$ cat config.mk
export PLATFORM = sky130hd
export DESIGN_NAME = mini_src_control_unit
export DESIGN_NICKNAME = d
export VERILOG_FILES = /design/src/rtl/mini_src_pkg.sv /design/src/rtl/mini_src_ctrl_decode.sv /design/src/rtl/mini_src_control_unit.sv
export SDC_FILE = /design/constraint.sdc
export NUM_CORES = 1
export LEC_CHECK = 0
export CAP_MARGIN = 10
export CORE_UTILIZATION = 38
export CTS_CLUSTER_DIAMETER = 30
export DETAILED_ROUTE_END_ITERATION = 7
export GPL_TIMING_DRIVEN = 0
export PLACE_DENSITY_LB_ADDON = 0.2
export SYNTH_ARGS = -nofsm -noshare
export SYNTH_HDL_FRONTEND = slang
export SYNTH_SLANG_ARGS = --single-unit
$ cat constraint.sdc
create_clock -name clock -period 6.7 [get_ports clock]
set_input_delay 1.675 -clock clock [delete_from_list [all_inputs] [get_ports clock]]
set_output_delay 1.675 -clock clock [all_outputs]
set_load 0.005 [all_outputs]
$ cat src/rtl/mini_src_pkg.sv
// Shared opcodes, ALU codes, bus selects, FSM states and the control vector
// for the Mini SRC hardwired control unit.
package mini_src_pkg;

  localparam int unsigned OPW   = 5;
  localparam int unsigned ALUW  = 4;
  localparam int unsigned BSW   = 5;
  localparam int unsigned WORDW = 32;
  localparam int unsigned WAITW = 4;

  localparam logic [OPW-1:0] OP_LD   = 5'b00000;
  localparam logic [OPW-1:0] OP_LDI  = 5'b00001;
  localparam logic [OPW-1:0] OP_ST   = 5'b00010;
  localparam logic [OPW-1:0] OP_ADD  = 5'b00011;
  localparam logic [OPW-1:0] OP_SUB  = 5'b00100;
  localparam logic [OPW-1:0] OP_AND  = 5'b00101;
  localparam logic [OPW-1:0] OP_OR   = 5'b00110;
  localparam logic [OPW-1:0] OP_BR   = 5'b10010;
  localparam logic [OPW-1:0] OP_NOP  = 5'b11001;
  localparam logic [OPW-1:0] OP_HALT = 5'b11010;

  localparam logic [ALUW-1:0] ALU_NONE = 4'b0000;
  localparam logic [ALUW-1:0] ALU_ADD  = 4'b0011;
  localparam logic [ALUW-1:0] ALU_SUB  = 4'b0100;
  localparam logic [ALUW-1:0] ALU_AND  = 4'b0101;
  localparam logic [ALUW-1:0] ALU_OR   = 4'b0110;

  localparam logic [BSW-1:0] BUS_NONE = 5'b00000;
  localparam logic [BSW-1:0] BUS_GPR  = 5'b00000;
  localparam logic [BSW-1:0] BUS_ZLO  = 5'b10011;
  localparam logic [BSW-1:0] BUS_PC   = 5'b10100;
  localparam logic [BSW-1:0] BUS_MDR  = 5'b10101;
  localparam logic [BSW-1:0] BUS_C    = 5'b11000;

  typedef enum logic [3:0] {
    S_IDLE, S_T0, S_T1, S_T1W, S_T2, S_DEC,
    S_E3, S_E4, S_E5, S_E6, S_E7, S_E8, S_HALT
  } state_t;

  typedef struct packed {
    logic            inc_pc;
    logic            e_pc;
    logic            e_ir;
    logic            e_y;
    logic            e_z;
    logic            e_mdr;
    logic            e_mar;
    logic            e_con_ff;
    logic            ram_read;
    logic            ram_write;
    logic            mdr_read;
    logic [ALUW-1:0] alu_op;
    logic [BSW-1:0]  bus_sel;
    logic            gra;
    logic            grb;
    logic            grc;
    logic            e_rin;
    logic            e_rout;
    logic            ba_out;
    logic            imm_sel;
    logic            halted;
    logic            illegal;
  } ctrl_t;

  function automatic logic is_alu(input logic [OPW-1:0] op);
    return (op == OP_ADD) || (op == OP_SUB) || (op == OP_AND) || (op == OP_OR);
  endfunction

  function automatic logic is_mem(input logic [OPW-1:0] op);
    return (op == OP_LD) || (op == OP_LDI) || (op == OP_ST);
  endfunction

endpackage

$ cat src/rtl/mini_src_ctrl_decode.sv
// Combinational Moore decode of (state, opcode, con_ff) into the datapath
// control vector; every control defaults to 0 / NONE.
module mini_src_ctrl_decode
  import mini_src_pkg::*;
(
  input  state_t         i_state,
  input  logic [OPW-1:0] i_opcode,
  input  logic           i_con_ff,
  output ctrl_t          o_ctrl_c
);

  always_comb begin
    o_ctrl_c = ctrl_t'('0);
    o_ctrl_c.alu_op  = ALU_NONE;
    o_ctrl_c.bus_sel = BUS_NONE;
    case (i_state)
      S_T0: begin
        o_ctrl_c.bus_sel = BUS_PC;
        o_ctrl_c.e_mar   = 1'b1;
        o_ctrl_c.inc_pc  = 1'b1;
      end
      S_T1:  o_ctrl_c.ram_read = 1'b1;
      S_T1W: begin
        o_ctrl_c.mdr_read = 1'b1;
        o_ctrl_c.e_mdr    = 1'b1;
      end
      S_T2: begin
        o_ctrl_c.bus_sel = BUS_MDR;
        o_ctrl_c.e_ir    = 1'b1;
      end
      S_DEC: o_ctrl_c.illegal = !(is_mem(i_opcode) || is_alu(i_opcode) ||
                                  i_opcode == OP_BR || i_opcode == OP_NOP ||
                                  i_opcode == OP_HALT);
      S_E3: begin
        o_ctrl_c.bus_sel = BUS_GPR;
        if (i_opcode == OP_BR) begin
          o_ctrl_c.gra      = 1'b1;
          o_ctrl_c.e_rout   = 1'b1;
          o_ctrl_c.e_con_ff = 1'b1;
        end else begin
          // ld/ldi/st use BAout so R0 as base reads as zero
          o_ctrl_c.grb    = 1'b1;
          o_ctrl_c.e_rout = is_alu(i_opcode);
          o_ctrl_c.ba_out = !is_alu(i_opcode);
          o_ctrl_c.e_y    = 1'b1;
        end
      end
      S_E4: begin
        if (i_opcode == OP_BR) begin
          o_ctrl_c.bus_sel = BUS_PC;
          o_ctrl_c.e_y     = 1'b1;
        end else if (is_alu(i_opcode)) begin
          o_ctrl_c.bus_sel = BUS_GPR;
          o_ctrl_c.grc     = 1'b1;
          o_ctrl_c.e_rout  = 1'b1;
          o_ctrl_c.alu_op  = i_opcode[ALUW-1:0];
          o_ctrl_c.e_z     = 1'b1;
        end else begin
          o_ctrl_c.imm_sel = 1'b1;
          o_ctrl_c.alu_op  = ALU_ADD;
          o_ctrl_c.e_z     = 1'b1;
        end
      end
      S_E5: begin
        if (i_opcode == OP_BR) begin
          o_ctrl_c.imm_sel = 1'b1;
          o_ctrl_c.alu_op  = ALU_ADD;
          o_ctrl_c.e_z     = 1'b1;
        end else if (is_alu(i_opcode) || i_opcode == OP_LDI) begin
          o_ctrl_c.bus_sel = BUS_ZLO;
          o_ctrl_c.gra     = 1'b1;
          o_ctrl_c.e_rin   = 1'b1;
        end else begin
          o_ctrl_c.bus_sel = BUS_ZLO;
          o_ctrl_c.e_mar   = 1'b1;
        end
      end
      S_E6: begin
        if (i_opcode == OP_BR) begin
          o_ctrl_c.bus_sel = BUS_ZLO;
          o_ctrl_c.e_pc    = i_con_ff;
        end else if (i_opcode == OP_ST) begin
          o_ctrl_c.bus_sel = BUS_GPR;
          o_ctrl_c.gra     = 1'b1;
          o_ctrl_c.e_rout  = 1'b1;
          o_ctrl_c.e_mdr   = 1'b1;
        end else begin
          o_ctrl_c.ram_read = 1'b1;
        end
      end
      S_E7: begin
        if (i_opcode == OP_ST) begin
          o_ctrl_c.ram_write = 1'b1;
        end else begin
          o_ctrl_c.mdr_read = 1'b1;
          o_ctrl_c.e_mdr    = 1'b1;
        end
      end
      S_E8: begin
        o_ctrl_c.bus_sel = BUS_MDR;
        o_ctrl_c.gra     = 1'b1;
        o_ctrl_c.e_rin   = 1'b1;
      end
      S_HALT: o_ctrl_c.halted = 1'b1;
      default: ;
    endcase
  end

endmodule

$ cat src/rtl/mini_src_control_unit.sv
// Mini SRC hardwired control unit: state register, post-reset wait counter and
// next-state sequencing; control outputs come from mini_src_ctrl_decode.
module mini_src_control_unit
  import mini_src_pkg::*;
#(
  parameter int unsigned RESET_PC_WAIT = 0
) (
  input  logic              clock,
  input  logic              clear,
  input  logic              run,
  input  logic [WORDW-1:0]  ir,
  input  logic              con_ff,
  output logic              incPC,
  output logic              e_PC,
  output logic              e_IR,
  output logic              e_Y,
  output logic              e_Z,
  output logic              e_MDR,
  output logic              e_MAR,
  output logic              e_CON_FF,
  output logic              e_HI,
  output logic              e_LO,
  output logic              e_RA,
  output logic              e_GP,
  output logic              e_OutPort,
  output logic              e_InPort,
  output logic              ram_read,
  output logic              ram_write,
  output logic              MDR_read,
  output logic [ALUW-1:0]   ALU_op,
  output logic [BSW-1:0]    BusDataSelect,
  output logic              Gra,
  output logic              Grb,
  output logic              Grc,
  output logic              e_Rin,
  output logic              e_Rout,
  output logic              BAout,
  output logic              imm_sel,
  output logic              halted,
  output logic              illegal
);

  state_t           r_state;
  logic [WAITW-1:0] r_wait;
  logic [OPW-1:0]   w_opcode;
  logic             w_unused_ir;
  ctrl_t            w_ctrl;

  assign w_opcode    = ir[31:27];
  assign w_unused_ir = ^ir[26:0];

  // Sequencer; run is only looked at once the wait counter has drained
  always_ff @(posedge clock or negedge clear) begin
    if (!clear) begin
      r_state <= S_IDLE;
      r_wait  <= WAITW'(RESET_PC_WAIT);
    end else begin
      case (r_state)
        S_IDLE: begin
          if (r_wait != '0)  r_wait  <= r_wait - WAITW'(1);
          else if (run)      r_state <= S_T0;
        end
        S_T0:  r_state <= S_T1;
        S_T1:  r_state <= S_T1W;
        S_T1W: r_state <= S_T2;
        S_T2:  r_state <= S_DEC;
        S_DEC: begin
          if (is_mem(w_opcode) || is_alu(w_opcode) || w_opcode == OP_BR)
            r_state <= S_E3;
          else if (w_opcode == OP_HALT)
            r_state <= S_HALT;
          else
            r_state <= S_T0;
        end
        S_E3: r_state <= S_E4;
        S_E4: r_state <= S_E5;
        S_E5: r_state <= (is_alu(w_opcode) || w_opcode == OP_LDI) ? S_T0 : S_E6;
        S_E6: r_state <= (w_opcode == OP_BR) ? S_T0 : S_E7;
        S_E7: r_state <= (w_opcode == OP_ST) ? S_T0 : S_E8;
        S_E8: r_state <= S_T0;
        S_HALT: r_state <= S_HALT;
        default: r_state <= S_IDLE;
      endcase
    end
  end

  mini_src_ctrl_decode u_decode (
    .i_state  (r_state),
    .i_opcode (w_opcode),
    .i_con_ff (con_ff),
    .o_ctrl_c (w_ctrl)
  );

  assign incPC         = w_ctrl.inc_pc;
  assign e_PC          = w_ctrl.e_pc;
  assign e_IR          = w_ctrl.e_ir;
  assign e_Y           = w_ctrl.e_y;
  assign e_Z           = w_ctrl.e_z;
  assign e_MDR         = w_ctrl.e_mdr;
  assign e_MAR         = w_ctrl.e_mar;
  assign e_CON_FF      = w_ctrl.e_con_ff;
  assign ram_read      = w_ctrl.ram_read;
  assign ram_write     = w_ctrl.ram_write;
  assign MDR_read      = w_ctrl.mdr_read;
  assign ALU_op        = w_ctrl.alu_op;
  assign BusDataSelect = w_ctrl.bus_sel;
  assign Gra           = w_ctrl.gra;
  assign Grb           = w_ctrl.grb;
  assign Grc           = w_ctrl.grc;
  assign e_Rin         = w_ctrl.e_rin;
  assign e_Rout        = w_ctrl.e_rout;
  assign BAout         = w_ctrl.ba_out;
  assign imm_sel       = w_ctrl.imm_sel;
  assign halted        = w_ctrl.halted;
  assign illegal       = w_ctrl.illegal;

  assign e_HI      = 1'b0;
  assign e_LO      = 1'b0;
  assign e_RA      = 1'b0;
  assign e_GP      = 1'b0;
  assign e_OutPort = 1'b0;
  assign e_InPort  = 1'b0;

endmodule
# Yosys cells after proc, flatten, opt, wreduce, memory -nomap -nowiden
# Cells that the tools add are included.
# classes
n_reduce_logical	18
mux	55
add_sub_neg	1
eq_ne	23
# ops
cell	count
case mux 4 bit (13 select lines)	1
2-to-1 mux 4 bit	9
2-to-1 mux 1 bit	29
case mux 5 bit (5 select lines)	1
== test 4 bit, second input constant	5
== test 4 x 3 -> 1 bit, second input constant	4
== test 5 x 3 -> 1 bit, second input constant	3
== test 5 bit, second input constant	3
case mux 1 bit (2 select lines)	7
== test 5 x 2 -> 1 bit, second input constant	2
logical OR 1 bit	10
2-to-1 mux 5 bit	2
== test 4 x 2 -> 1 bit, second input constant	2
case mux 4 bit (2 select lines)	1
2-to-1 mux 6 bit	1
case mux 1 bit (3 select lines)	2
== test 5 x 1 -> 1 bit, second input constant	1
logical NOT 5 bit	1
== test 4 x 1 -> 1 bit, second input constant	1
logical NOT 4 bit	1
inequality test 2 bit, second input constant	2
case mux 1 bit (4 select lines)	1
AND reduction 2 bit	2
nonzero test 4 bit	1
other kinds (4)	5
# word_totals
out_inout_bits	35
inputBits	36
register_bits	8

# Depth between registers and ports, before layout
# Gate-level depths: netlist of run 1.
# depth
word_depth	10
mapped_depth	5

# Modules after synthesis
# From an unflattened synthesis of run 1, not the netlist that was laid out.
# unflattened
hier_cells	163
hier_area_um2	1232.4
# modules_own_cells
module	seq_area_each_um2	n_inst	cells_per_inst	area_per_inst_um2
mini_src_control_unit	200.2	1	76	651.9
mini_src_ctrl_decode	0.0	1	87	580.6

# Least setup slack after synthesis of run 1
# No wires, ideal clock.
# synth_path
path_type	input-to-output
start	input ir[27]
end	output BusDataSelect[4]
slack_ns	2.095
required_ns	5.025
arrival_time_ns	2.930
n_path_buf	1
cell_stages	5
cell_sequence	or4b_1 buf_2 o311a_1 o22ai_2 a31o_1
# synth_via
elab_chain_len	3
elab_cells_between_ends	5
cone_classes	1 x eq/ne; 4 x mux
# synth_lines
item	line	rtl
start: declaration	mini_src_control_unit.sv:11	input logic [WORDW-1:0] ir,
== test 5 bit (*)	mini_src_ctrl_decode.sv:49, mini_src_ctrl_decode.sv:65, mini_src_ctrl_decode.sv:79	
2-to-1 mux 5 bit (tied with other cells)	mini_src_ctrl_decode.sv:79	if (i_opcode == OP_BR) begin
case mux 5 bit (5 select lines) (*)	mini_src_ctrl_decode.sv:16	case (i_state)
end: declaration	mini_src_control_unit.sv:31	output logic [BSW-1:0] BusDataSelect,
# Mark *: on every way between the ends. The rest lies on a longest branch, timed or not.

# Final worst setup path of run 1
# layout_path
start	input ir[28]
end	output e_Rout
# layout_via
elab_chain_len	7
elab_cells_between_ends	15
cone_classes	6 x eq/ne; 6 x mux; 3 x reduce/logical
# layout_lines
item	line	rtl
== test 5 x 2 -> 1 bit or == test 5 x 3 -> 1 bit (tied branches)	mini_src_pkg.sv:66	return (op == OP_ADD) || (op == OP_SUB) || (op == OP_AND) || (op == OP_OR);
logical OR 1 bit (3 in series)	mini_src_pkg.sv:66	
2-to-1 mux 1 bit	mini_src_ctrl_decode.sv:52	end else if (is_alu(i_opcode)) begin
2-to-1 mux 1 bit	mini_src_ctrl_decode.sv:49	if (i_opcode == OP_BR) begin
case mux 1 bit (3 select lines) (*)	mini_src_ctrl_decode.sv:16	
end: declaration	mini_src_control_unit.sv:36	output logic e_Rout,
# Marks and branches as above.

==> results of run 1 <==
-- kinds of logic (layout without fill, tap and decap cells) --
kind of cell | Yosys count | in the layout
AND/OR/NAND/NOR | 63 | 63
AO/OA/AOI/OAI | 44 | 44
buffers and inverters | 26 | 64
flip-flops | 8 | 8
XOR/XNOR | 4 | 4
adder cells (fa/ha/maj) | 1 | 1
other | 1 | 8
-- synth_stat cells, types with 2 or more instances --
cell | count | area share (%)
nand2_1 | 10 | 3.6
clkbuf_1 | 9 | 3.3
a211oi_1 | 3 | 2.2
a31o_2 | 2 | 1.7
o211ai_1 | 5 | 3.6
o311a_1 | 2 | 1.9
and3_1 | 3 | 1.8
xnor2_1 | 4 | 3.4
inv_1 | 7 | 2.5
nor2b_1 | 3 | 1.8
nand4b_1 | 3 | 2.5
nand3_1 | 6 | 2.9
nor4_1 | 3 | 1.8
a21oi_1 | 9 | 4.3
nor3_1 | 6 | 2.9
nand3b_1 | 2 | 1.4
buf_4 | 8 | 5.8
a221o_1 | 2 | 1.9
or2_2 | 3 | 1.8
a311oi_1 | 2 | 1.7
dfrtp_1 | 8 | 19
nor2_1 | 14 | 5.1
nand2b_1 | 5 | 3.0
o21ai_0 | 9 | 4.3
-- routing by layer --
| layer | vias up | global-route usage, % | wire (microns) |
|---|---|---|---|
| li1 | 610 | - | - |
| met1 | 578 | 29.3 | 1280 |
| met2 | 61 | 35.4 | 1490 |
| met3 | 0 | 2.22 | 194 |
| met4 | 0 | 2.56 | 0 |
| met5 | - | 0 | 0 |
-- power groups by stage --
stage / logic, W / clock network, W / registers [W]
after CTS: 0.000341 / 0.0000375 / 0.0000704
after global placement: 0.000337 / 0 / 0.0000710
final: 0.000343 / 0.0000370 / 0.0000708
after floorplan: 0.000203 / 0 / 0.0000678
after global routing: 0.000373 / 0.0000400 / 0.0000721
after detailed placement: 0.000340 / 0 / 0.0000711
-- cell type report --
type | instances | area share, %
Multi-Input combinational cell | 120 | 49.8
Timing Repair Buffer | 35 | 23.8
Sequential cell | 8 | 13.6
Buffer | 19 | 6.96
Tap cell | 30 | 2.55
Inverter | 7 | 1.78
Clock buffer | 3 | 1.53
-- how the worst max path moves through the flow --
| stage | cells after the start | end | slack (ps) |
|---|---|---|---|
| floorplan | 5 | BusDataSelect[4] | 2100 |
| finish | 7 | e_Rout | 780 |
| global placement | 7 | e_Rout | 900 |
| detailed placement | 7 | e_Rout | 850 |
| CTS | 7 | e_Rout | 820 |
| global route | 7 | e_Rout | 620 |
-- registers in the layout, indices dropped and copies added (netlist names) --
register,count
r_state,4
r_wait,4
-- stage by stage --
stage / utilization, % / instance area (sq um) / power (W)
global placement: 57.5 / 1450 / 0.000408
global route: 58.4 / 1470 / 0.000485
detailed placement: 57.5 / 1450 / 0.000411
finish: 58.4 / 1470 / 0.000450
floorplan: - / 1060 / 0.000271
CTS: 58.4 / 1470 / 0.000449
-- critical path: cells and delay by family --
kind	cells	cell delay [ps]
buffers and inverters	3	1270
AO/OA/AOI/OAI	2	420
AND/OR/NAND/NOR	2	880
==> flow_summary.json, run 1 <==
{
  "num_antenna_cells": 0,
  "setup_slack_ps": 779,
  "dp_slack_ps": 845,
  "post-route-period-util_pct": 88.4,
  "status": "complete, no violations",
  "crit_chain": "clkdlybuf4s50_1 -> clkbuf_1 -> nor4b_2 -> nand2_1 -> o21ai_0 -> a31o_2 -> clkdlybuf4s50_1",
  "grt_pass1_wl_mm": 4.63,
  "p_int_w": 0.000249,
  "min_period_ps": 5920,
  "clock_latency_ps": 250,
  "drc_errors": 0,
  "clock_path_buffers": 2,
  "reg2reg_slack_ps": 4910,
  "final_cell_mix": "35 x clkdlybuf4s50_1, 14 x nor2_1, 10 x nand2_1",
  "timing.setup.tns_ps": 0,
  "cp.arrival_ps": 4250,
  "startpoint_type": "primary input",
  "crit_top_cell": "clkdlybuf4s50_1",
  "multi_input_area_sq_um": 734,
  "min_path_type": "reg -> reg",
  "comb_power_share_pct": 76.1,
  "h-tree-depth": 1,
  "die_area_sq_um": 2940,
  "crit_path_end_kind": "output pin",
  "final_nets": 231,
  "clk_pin_slew_ps": 50,
  "routed_via_density": 5.63,
  "grt_max_degree": 11,
  "crit_path_max_incr_delay_ps": 540,
  "worstHoldStart": "r_wait[3]",
  "rr_endpoint": "r_wait[3]",
  "worst_pin_slew_ps": 569,
  "postSynthAreaPerCell_sq_um": 7.06,
  "p_sw_share_pct": 44.8,
  "synth_xor_area_share_pct": 3.38,
  "maxSlewHeadroom_pct": 61.7,
  "slowest_stage": "nor4b_2",
  "cap_violations": 0,
  "async_flop_share_pct": 100,
  "synth-edff-count": 0,
  "p_seq_share_pct": 15.7,
  "worstSetupStartpoint": "ir[28]",
  "skew_ps": 3.20,
  "cts_hold_buf": 0,
  "ys_seq_area_share_pct": 19.3,
  "synth-main-ff-cell": "dfrtp_1",
  "yosys_warnings": 0,
  "core_area_sq_um": 2520,
  "synthSimpleGateAreaFrac_pct": 33.2,
  "totalWireLength_mm": 2.96,
  "yosys.area_share.adder_pct": 1.21,
  "whs_endpoint": "r_wait[3]",
  "r2r_cells": 5,
  "post-cts-setup-buffer-count": 0,
  "dr.pass1.iters": 4,
  "synth-compound-area-share_pct": 30.2,
  "fmax_ghz": 0.169,
  "gp_congestion": 0.915,
  "cts-root-buf": "clkbuf_4",
  "finalSetupViolations": 0,
  "switching_power_w": 0.000202,
  "port_buffers": 35,
  "hpwl_mm": 2.35,
  "track_usage_pct": 21.0,
  "rsz0062_at_grt": "no",
  "cts_resized": 0,
  "drive_gt1_share_pct": 10.9,
  "holdPathStages": 1,
  "cts.sinks": 8,
  "die_w_microns": 54.2,
  "rows": 18,
  "regArea_sq_um": 200,
  "numCtsBuffers": 3,
  "antenna_left": 0,
  "fin_hold_ws_ps": 497,
  "synthCells": 147,
  "layout_commonest_cell": "clkdlybuf4s50_1",
  "vias": 1249,
  "ir_worst_vdd_uv": 160,
  "hold_violations": 0,
  "p_per_area_nw_per_um2": 306,
  "initial_utilization_pct": 41.1,
  "initialDrtViolationCount": 32,
  "clkPwrFrac_pct": 8.2,
  "synth_top_family_by_area": "simple AND/OR/NAND/NOR gates",
  "io_pins": 71,
  "die_h_microns": 54.2,
  "wl_per_cell_microns": 13.3,
  "grt_pass1_vias": 1033,
  "drv_slew": 0,
  "syn_area_sq_um": 1040,
  "yosys.cell_types.count": 43,
  "critPathRequiredTime_ps": 5030,
  "fillers": 261,
  "crit-reg2reg-launch": "r_state[2]",
  "area_delta_synth_final_pct": 42.1,
  "grt.overflow.total": 0,
  "place_inst": 219,
  "synth_seq_cells": 8,
  "cts_tree": "done",
  "criticalPathCategory": "in -> out",
  "antenna_found_initial": 0,
  "power_leakage_nw": 0.587,
  "cp_max_fo": 10,
  "fin_cells": 222,
  "muxShareOfSynthArea_pct": 0
}
No activity file was read; power rests on OpenSTA's default activity.
==> run 2: changes to the inputs <==
MAX_ROUTING_LAYER = met4   (was not set)
==> run 2 against run 1 <==
Net effect:
- clock skew increased by 3.5 ps
- non-clock buffer count unchanged
- cell area unchanged
- combinational power about the same
- cell count unchanged
- count of clock-buffer cells in the layout unchanged
- sequential power about the same
- setup slack improved by 43 ps
- critical endpoint unchanged
==> flow_summary.json, run 2 (synthesis gave the netlist of run 1 again) <==
{
  "crit-reg2reg-launch": "r_state[2]",
  "clock_latency_ps": 250,
  "worst_pin_slew_ps": 549,
  "track_usage_pct": 21.5,
  "initialDrtViolationCount": 52,
  "port_buffers": 35,
  "finalSetupViolations": 0,
  "r2r_cells": 5,
  "clock_path_buffers": 2,
  "cap_violations": 0,
  "worstHoldStart": "r_wait[3]",
  "p_per_area_nw_per_um2": 305,
  "cts-root-buf": "clkbuf_4",
  "cp_max_fo": 10,
  "hold_violations": 0,
  "place_inst": 219,
  "top_regs": "r_state (4), r_wait (4)",
  "cp.arrival_ps": 4200,
  "grt_pass1_vias": 1027,
  "wl_per_cell_microns": 13.3,
  "reg2reg_slack_ps": 4890,
  "post-route-period-util_pct": 87.7,
  "ir_worst_vdd_uv": 178,
  "cts.sinks": 8,
  "core_area_sq_um": 2520,
  "rows": 18,
  "grt_max_degree": 11,
  "final_nets": 231,
  "num_antenna_cells": 0,
  "drv_slew": 0,
  "layout_commonest_cell": "clkdlybuf4s50_1",
  "die_area_sq_um": 2940,
  "startpoint_type": "primary input",
  "numCtsBuffers": 3,
  "area_delta_synth_final_pct": 42.1,
  "antenna_found_initial": 0,
  "fin_cells": 222,
  "cts_resized": 0,
  "grt.overflow.total": 0,
  "criticalPathCategory": "in -> out",
  "post_dp_cell_area_sq_um": 1450,
  "dr.pass1.iters": 4,
  "drc_errors": 0,
  "crit_path_end_kind": "output pin",
  "clk_pin_slew_ps": 50,
  "final_cell_mix": "35 x clkdlybuf4s50_1, 14 x nor2_1, 10 x nand2_1",
  "antenna_left": 0,
  "post-cts-setup-buffer-count": 0,
  "min_path_type": "reg -> reg",
  "vias": 1258,
  "die_w_microns": 54.2,
  "cts_hold_buf": 0,
  "cts_tree": "done",
  "fmax_ghz": 0.170,
  "h-tree-depth": 1,
  "die_h_microns": 54.2,
  "skew_ps": 6.72,
  "drive_gt1_share_pct": 10.9,
  "status": "complete, no violations",
  "rr_endpoint": "r_state[0]",
  "hpwl_mm": 2.37,
  "holdPathStages": 1,
  "initial_utilization_pct": 41.1,
  "power_leakage_nw": 0.587,
  "totalWireLength_mm": 2.96,
  "timing.setup.tns_ps": 0,
  "io_pins": 71,
  "min_period_ps": 5880,
  "critPathRequiredTime_ps": 5030,
  "whs_endpoint": "r_wait[3]",
  "rsz0062_at_grt": "no",
  "final_area_sq_um": 1470,
  "gp_congestion": 0.945,
  "maxSlewHeadroom_pct": 63.1,
  "grt_pass1_wl_mm": 4.47,
  "routed_via_density": 5.67
}
==> run 2: per-stage QoR <==
| step | hold slack [ps] | utilization (%) | power [W] | setup slack, ps |
|---|---|---|---|---|
| 6_report | 500 | 58.4 | 0.000450 | 822 |
| 5_1_grt | 535 | 58.4 | 0.000487 | 660 |
| 4_1_cts | 506 | 58.4 | 0.000451 | 865 |
| 3_5_place_dp | 499 | 57.5 | 0.000413 | 870 |
| 3_3_place_gp | 481 | 57.5 | 0.000407 | 909 |
| 2_1_floorplan | 466 | - | 0.000271 | 2100 |
==> run 2: cell type report <==
type	count	area, sq um
Multi-Input combinational cell	120	734
Sequential cell	8	200
Buffer	19	103
Timing Repair Buffer	35	350
Fill cell	241	1050
Clock buffer	3	22.5
Inverter	7	26.3
Tap cell	30	37.5
==> run 2: critical path, cell delays in order <==
cell and delay, ps:
clkdlybuf4s50_1 460, clkbuf_1 320, nor4b_2 500, nand2_1 330
o21ai_0 240, a31o_2 170, clkdlybuf4s50_1 500
==> run 2: how the worst max path moves through the flow <==
stage | endpoint | cells past startpoint | start
after floorplan | BusDataSelect[4] | 5 | ir[27]
after global placement | e_Rout | 7 | ir[28]
after detailed placement | e_Rout | 7 | ir[28]
after CTS | e_Rout | 7 | ir[28]
after global routing | e_Rout | 7 | ir[28]
final | e_Rout | 7 | ir[28]
==> run 2: routing by layer <==
| layer | up-vias | global-route usage [%] | share of wire [%] |
|---|---|---|---|
| met4 | 0 | 2.14 | 0.27 |
| met5 | - | - | 0 |
| met3 | 2 | 4.44 | 9.4 |
| li1 | 610 | - | - |
| met2 | 76 | 36.6 | 48 |
| met1 | 570 | 27.0 | 42 |
==> run 2: where the power goes <==
| part | total, W | internal (W) | switching (W) | leakage [nW] |
|---|---|---|---|---|
| Sequential | 0.0000706 | 0.0000600 | 0.0000105 | 0.105 |
| Combinational | 0.000344 | 0.000168 | 0.000176 | 0.468 |
| Clock | 0.0000354 | 0.0000204 | 0.0000150 | 0.0138 |
| Total | 0.000450 | 0.000249 | 0.000202 | 0.587 |
==> run 3: changes to the inputs <==
CORE_ASPECT_RATIO = 0.6   (was not set)
CORE_UTILIZATION = 35   (was 38)
SYNTH_HIERARCHICAL = 1   (was not set)
clock period = 4.93 ns   (was 6.7 ns; I/O delays follow)
==> run 3 against run 2 <==
Net effect:
- cell count up 14%
- via count up 2.9%
- power up 59%
- synthesized cell count is 11% higher
- worst hold slack improved by 6.2 ps
- critical path depth decreased by 1
- first-iteration DRC count is 130% higher
- critical endpoint is now BusDataSelect[4]
==> flow_summary.json, run 3 <==
{
  "startpoint_type": "primary input",
  "clk_pin_slew_ps": 40,
  "place_inst": 249,
  "async_flop_share_pct": 100,
  "antenna_found_initial": 0,
  "synth_xor_area_share_pct": 4.87,
  "final_area_sq_um": 1710,
  "power_leakage_nw": 0.679,
  "yosys.cell_types.count": 58,
  "ir_worst_vdd_uv": 220,
  "fmax_ghz": 0.212,
  "gp_congestion": 0.856,
  "cts.sinks": 8,
  "syn_area_sq_um": 1230,
  "synth.area.top_cells": "dfrtp_1 16%, buf_4 5.5%, a21oi_1 4.9%",
  "port_buffers": 35,
  "ys_seq_area_share_pct": 16.2,
  "routed_via_density": 5.13,
  "crit_path_end_kind": "output pin",
  "layout_commonest_cell": "clkdlybuf4s50_1",
  "totalWireLength_mm": 3.13,
  "final_nets": 246,
  "skew_ps": 1.62,
  "synth-main-ff-cell": "dfrtp_1",
  "post-route-period-util_pct": 95.6,
  "rsz0062_at_grt": "no",
  "switching_power_w": 0.000306,
  "die_area_sq_um": 3770,
  "numCtsBuffers": 3,
  "h-tree-depth": 1,
  "min_path_type": "reg -> reg",
  "grt_pass1_vias": 1092,
  "hold_violations": 0,
  "dr.pass1.iters": 4,
  "muxShareOfSynthArea_pct": 0,
  "core_area_sq_um": 3300,
  "drive_gt1_share_pct": 18.4,
  "cp_max_fo": 14,
  "area_delta_synth_final_pct": 38.4,
  "synth_top_family_by_area": "simple AND/OR/NAND/NOR gates",
  "criticalPathCategory": "in -> out",
  "maxSlewHeadroom_pct": 66.9,
  "grt_pass1_wl_mm": 5.03,
  "finalSetupViolations": 0,
  "p_int_w": 0.000410,
  "vias": 1294,
  "io_pins": 71,
  "drc_errors": 0,
  "fin_hold_ws_ps": 506,
  "postSynthAreaPerCell_sq_um": 7.56,
  "cap_violations": 0,
  "wl_per_cell_microns": 12.4,
  "grt_max_degree": 15,
  "synth-edff-count": 0,
  "post_dp_cell_area_sq_um": 1660,
  "drv_slew": 0,
  "synth_seq_cells": 8,
  "yosys_warnings": 6,
  "synthSimpleGateAreaFrac_pct": 41.1,
  "comb_power_share_pct": 74.2,
  "fillers": 333,
  "track_usage_pct": 17.6,
  "timing.setup.tns_ps": 0,
  "synthCells": 163,
  "grt.overflow.total": 0,
  "status": "complete, no violations",
  "cts_tree": "done",
  "cts_hold_buf": 0,
  "power.total_w": 0.000716,
  "cts-root-buf": "clkbuf_8",
  "p_per_area_nw_per_um2": 420,
  "final_cell_mix": "35 x clkdlybuf4s50_1, 14 x nor2_1, 12 x a21oi_1, 12 x nand2_1",
  "synth-compound-area-share_pct": 23.8,
  "netlist_top_cells_count": "15 x nor2_1, 12 x a21oi_1, 12 x nand2_1",
  "p_sw_share_pct": 42.8,
  "netlist.area_leader.share_pct": 16.2,
  "p_seq_share_pct": 15.0,
  "num_antenna_cells": 0,
  "yosys.area_share.adder_pct": 1.02,
  "top_regs": "r_state (4), r_wait (4)",
  "clock_path_buffers": 2,
  "clock_latency_ps": 220,
  "yosys.cell_count.top_type": "nor2_1",
  "die_h_microns": 48.0,
  "worst_pin_slew_ps": 489,
  "synth_area_leader_cell": "dfrtp_1",
  "antenna_left": 0,
  "initial_utilization_pct": 37.3,
  "hpwl_mm": 2.47,
  "initialDrtViolationCount": 120,
  "cp.arrival_ps": 3480,
  "critPathRequiredTime_ps": 3700,
  "min_period_ps": 4710,
  "die_w_microns": 78.6,
  "fin_cells": 252,
  "rows": 16,
  "clkPwrFrac_pct": 10.8
}
## run 3: area by class of cell
| type | instances | area [sq um] | share of cell area (%) |
|---|---|---|---|
| flip-flops and latches | 8 | 200 | 11.7 |
| inverters | 6 | 22.5 | 1.32 |
| repair buffers | 35 | 350 | 20.5 |
| multi-input cells | 137 | 905 | 53.0 |
| well taps | 45 | 56.3 | 3.30 |
| clock buffers | 3 | 41.3 | 2.42 |
| plain buffers | 18 | 130 | 7.63 |
## run 3: path summary, 6_finish.rpt
path                            start  cells past startpoint               end  slack, ps
max                            ir[28]                      6  BusDataSelect[4]        220
min                         r_wait[3]                      1         r_wait[3]        510
max reg2reg                r_state[0]                      5        r_state[0]       3280
min reg2reg                 r_wait[3]                      1         r_wait[3]        510
max in group asynchronous       clear                      1         r_wait[2]       3380
min in group asynchronous       clear                      1         r_wait[1]       1290
## run 3: worst max-delay path: stages
cell and delay (ps):
clkdlybuf4s50_1 740, nor4b_4 450, nand2_1 220, xnor2_2 200, o21bai_1 130, clkdlybuf4s50_1 510
## run 3: stage by stage
stage	utilization (%)	worst slack [ps]
after floorplan	-	1500
after global placement	50.3	220
after detailed placement	50.3	136
after CTS	51.6	132
after global routing	51.6	38.5
final	51.6	217
## run 3: logic make-up (layout without fill, tap and decap cells)
logic type,count (synthesis),count (layout)
xor+xnor,6,6
fa+ha+maj,1,1
simple gates,80,80
other cells,2,8
buf+inv,24,62
flops,8,8
compound gates,42,42
## run 3: per-layer routing
metal  wire length, microns  vias up  track usage, %  part of all wire, %
met2                   1300       44            27.3                   42
met4                     26        0            4.44                 0.83
li1                       -      653               -                    -
met1                   1620      593            24.5                   52
met5                      0        -               -                    0
met3                    183        4            2.10                  5.9
## run 3: power by group through the flow
| stage | sequential, W | combinational (W) | clock [W] |
|---|---|---|---|
| after floorplan | 0.000100 | 0.000338 | 0 |
| after global placement | 0.000106 | 0.000514 | 0 |
| after detailed placement | 0.000108 | 0.000529 | 0 |
| after CTS | 0.000107 | 0.000531 | 0.0000788 |
| after global routing | 0.000110 | 0.000586 | 0.0000815 |
| final | 0.000107 | 0.000531 | 0.0000777 |
## run 3: timing repair
action / 4_1_cts / 5_1_grt
buffers inserted: 0 / 0
setup endpoints to repair: 0 / 1
resized for setup: 0 / 1
==> variant, RTL diff (settings of run 2) <==
Register the input `run` before use, with the module's reset. The logic sees it one clock later. The other inputs are not delayed to match.
--- a/src/rtl/mini_src_control_unit.sv
+++ b/src/rtl/mini_src_control_unit.sv
@@ -40,6 +40,16 @@
   output logic              illegal
 );
 
+  logic run_q;
+
+  always_ff @(posedge clock or negedge clear) begin
+    if (!clear) begin
+      run_q <= '0;
+    end else begin
+      run_q <= run;
+    end
+  end
+
   state_t           r_state;
   logic [WAITW-1:0] r_wait;
   logic [OPW-1:0]   w_opcode;
@@ -58,7 +68,7 @@
       case (r_state)
         S_IDLE: begin
           if (r_wait != '0)  r_wait  <= r_wait - WAITW'(1);
-          else if (run)      r_state <= S_T0;
+          else if (run_q)      r_state <= S_T0;
         end
         S_T0:  r_state <= S_T1;
         S_T1:  r_state <= S_T1W;
Behaviour: not the same (Yosys sat finds a counterexample within 4 cycles, from zero or initial values).
==> variant against run 2 <==
- hold slack gained 0.015 ns
- critical path depth is the same
- clock skew shrank 0.0036 ns
- wire length grew 5.6%
- count of clock-buffer cells in the layout grew 1
- sequential power grew 9.5%
- highest routed layer unchanged
- sequential cell count grew 1
- design area grew 2.0%
- total power grew 3.2%
- synthesized area grew 2.4%
- core utilization grew 0.096 points
- setup slack lost 0.030 ns
==> variant: results (changes against run 2) <==
status=complete, no violations (unchanged); Syn. warnings=0 (unchanged); Filler Cells Inserted=256 (was 241); CTS buffer count=3 (unchanged); Reg clk slew, reported paths=0.05 ns (about the same); flop-to-flop setup slack=4.80 ns (was 4.89 ns); P_leak=0.600 nW (was 0.587 nW); Final Skew=0.00311 ns (was 0.00672 ns); f_max=169 MHz (was 170 MHz); synth top area cells=dfrtp_1 (21%), buf_4 (5.7%), nor2_1 (4.9%) (was dfrtp_1 (19%), buf_4 (5.8%), nor2_1 (5.1%)); DP Area=0.00148 mm^2 (was 0.00145 mm^2); DR iter-0 viols=45 (was 52); critical path arrival=4.23 ns (was 4.20 ns); GRT Overall Usage=0.242 (was 0.215); clk buf depth=2 (unchanged); vias in the first global route=1173 (was 1027); RD Place Congestion=0.927 (was 0.945); Slew @ Worst Pin=0.650 ns (was 0.549 ns); placed cells=220 (was 219); syn_area_per_cell=7.18 um^2 (was 7.06 um^2); Regs by FF count=r_state x4, r_wait x4, run_q x1 (was r_state x4, r_wait x4); complex-gate fraction of the synthesized area=0.294 (was 0.302); Largest stage delay, worst path=0.54 ns (was 0.50 ns); share of cells above drive strength 1=0.108 (was 0.109); NumNets Final=232 (was 231); first-pass GRT wire length=5080 um (was 4470 um); via count of the routed design=1274 (was 1258); xor/xnor share of the synthesized area=0.0330 (was 0.0338); Port Buffers=35 (unchanged); Routed WL=3130 um (was 2960 um); post-DR wirelength/cell=14.0 um (was 13.3 um); switching share of total power=0.446 (was 0.448); post-DP HPWL=2540 um (was 2370 um); register area share after synthesis=0.212 (was 0.193); most instantiated cells after synthesis=nor2_1 (14), nand2_1 (10) (was nor2_1 (14), nand2_1 (10), a21oi_1 (9), clkbuf_1 (9), o21ai_0 (9)); Max VDD drop=0.179 mV (was 0.178 mV); drt pass-1 iters=4 (unchanged); Post-Synth Adder-Cell Area=0.0118 (was 0.0121)
## variant: cell types whose count changed after synthesis, sizes merged
cell,change
dfrtp,+1
## variant: how the worst max path moves through the flow
stage	end	slack, ns	cells past startpoint
floorplan	BusDataSelect[4]	2.10	5
global placement	e_Rout	0.86	7
detailed placement	e_Rout	0.85	7
CTS	e_Rout	0.84	7
global route	e_Rout	0.59	7
finish	e_Rout	0.79	7
## variant: metal layers
metal | track usage | vias up | wire length [um]
li1 | - | 614 | -
met1 | 0.305 | 601 | 1330
met2 | 0.404 | 57 | 1600
met3 | 0.0444 | 2 | 200
met4 | 0.0385 | 0 | 6
met5 | - | - | 0
## variant: metrics by stage
stage	worst slack, ns	hold WS, ns	util
floorplan	2.10	0.466	-
global placement	0.862	0.482	0.575
detailed placement	0.848	0.507	0.575
CTS	0.838	0.514	0.585
global route	0.588	0.524	0.585
finish	0.793	0.515	0.585
## variant: final cells by class
class / instances / area, um^2 / area share
Buffer: 19 / 103 / 0.0683
Tap cell: 30 / 37.5 / 0.0250
Timing Repair Buffer: 35 / 350 / 0.233
Clock buffer: 4 / 26.3 / 0.0175
Inverter: 7 / 26.3 / 0.0175
Multi-Input combinational cell: 120 / 734 / 0.489
Sequential cell: 9 / 225 / 0.150
## variant: power by group through the flow
| stage | Sequential [mW] | Clock [mW] | Combinational, mW |
|---|---|---|---|
| floorplan | 0.0743 | 0 | 0.203 |
| global route | 0.0788 | 0.0469 | 0.382 |
| detailed placement | 0.0779 | 0 | 0.344 |
| CTS | 0.0770 | 0.0423 | 0.345 |
| global placement | 0.0777 | 0 | 0.339 |
| finish | 0.0773 | 0.0409 | 0.347 |
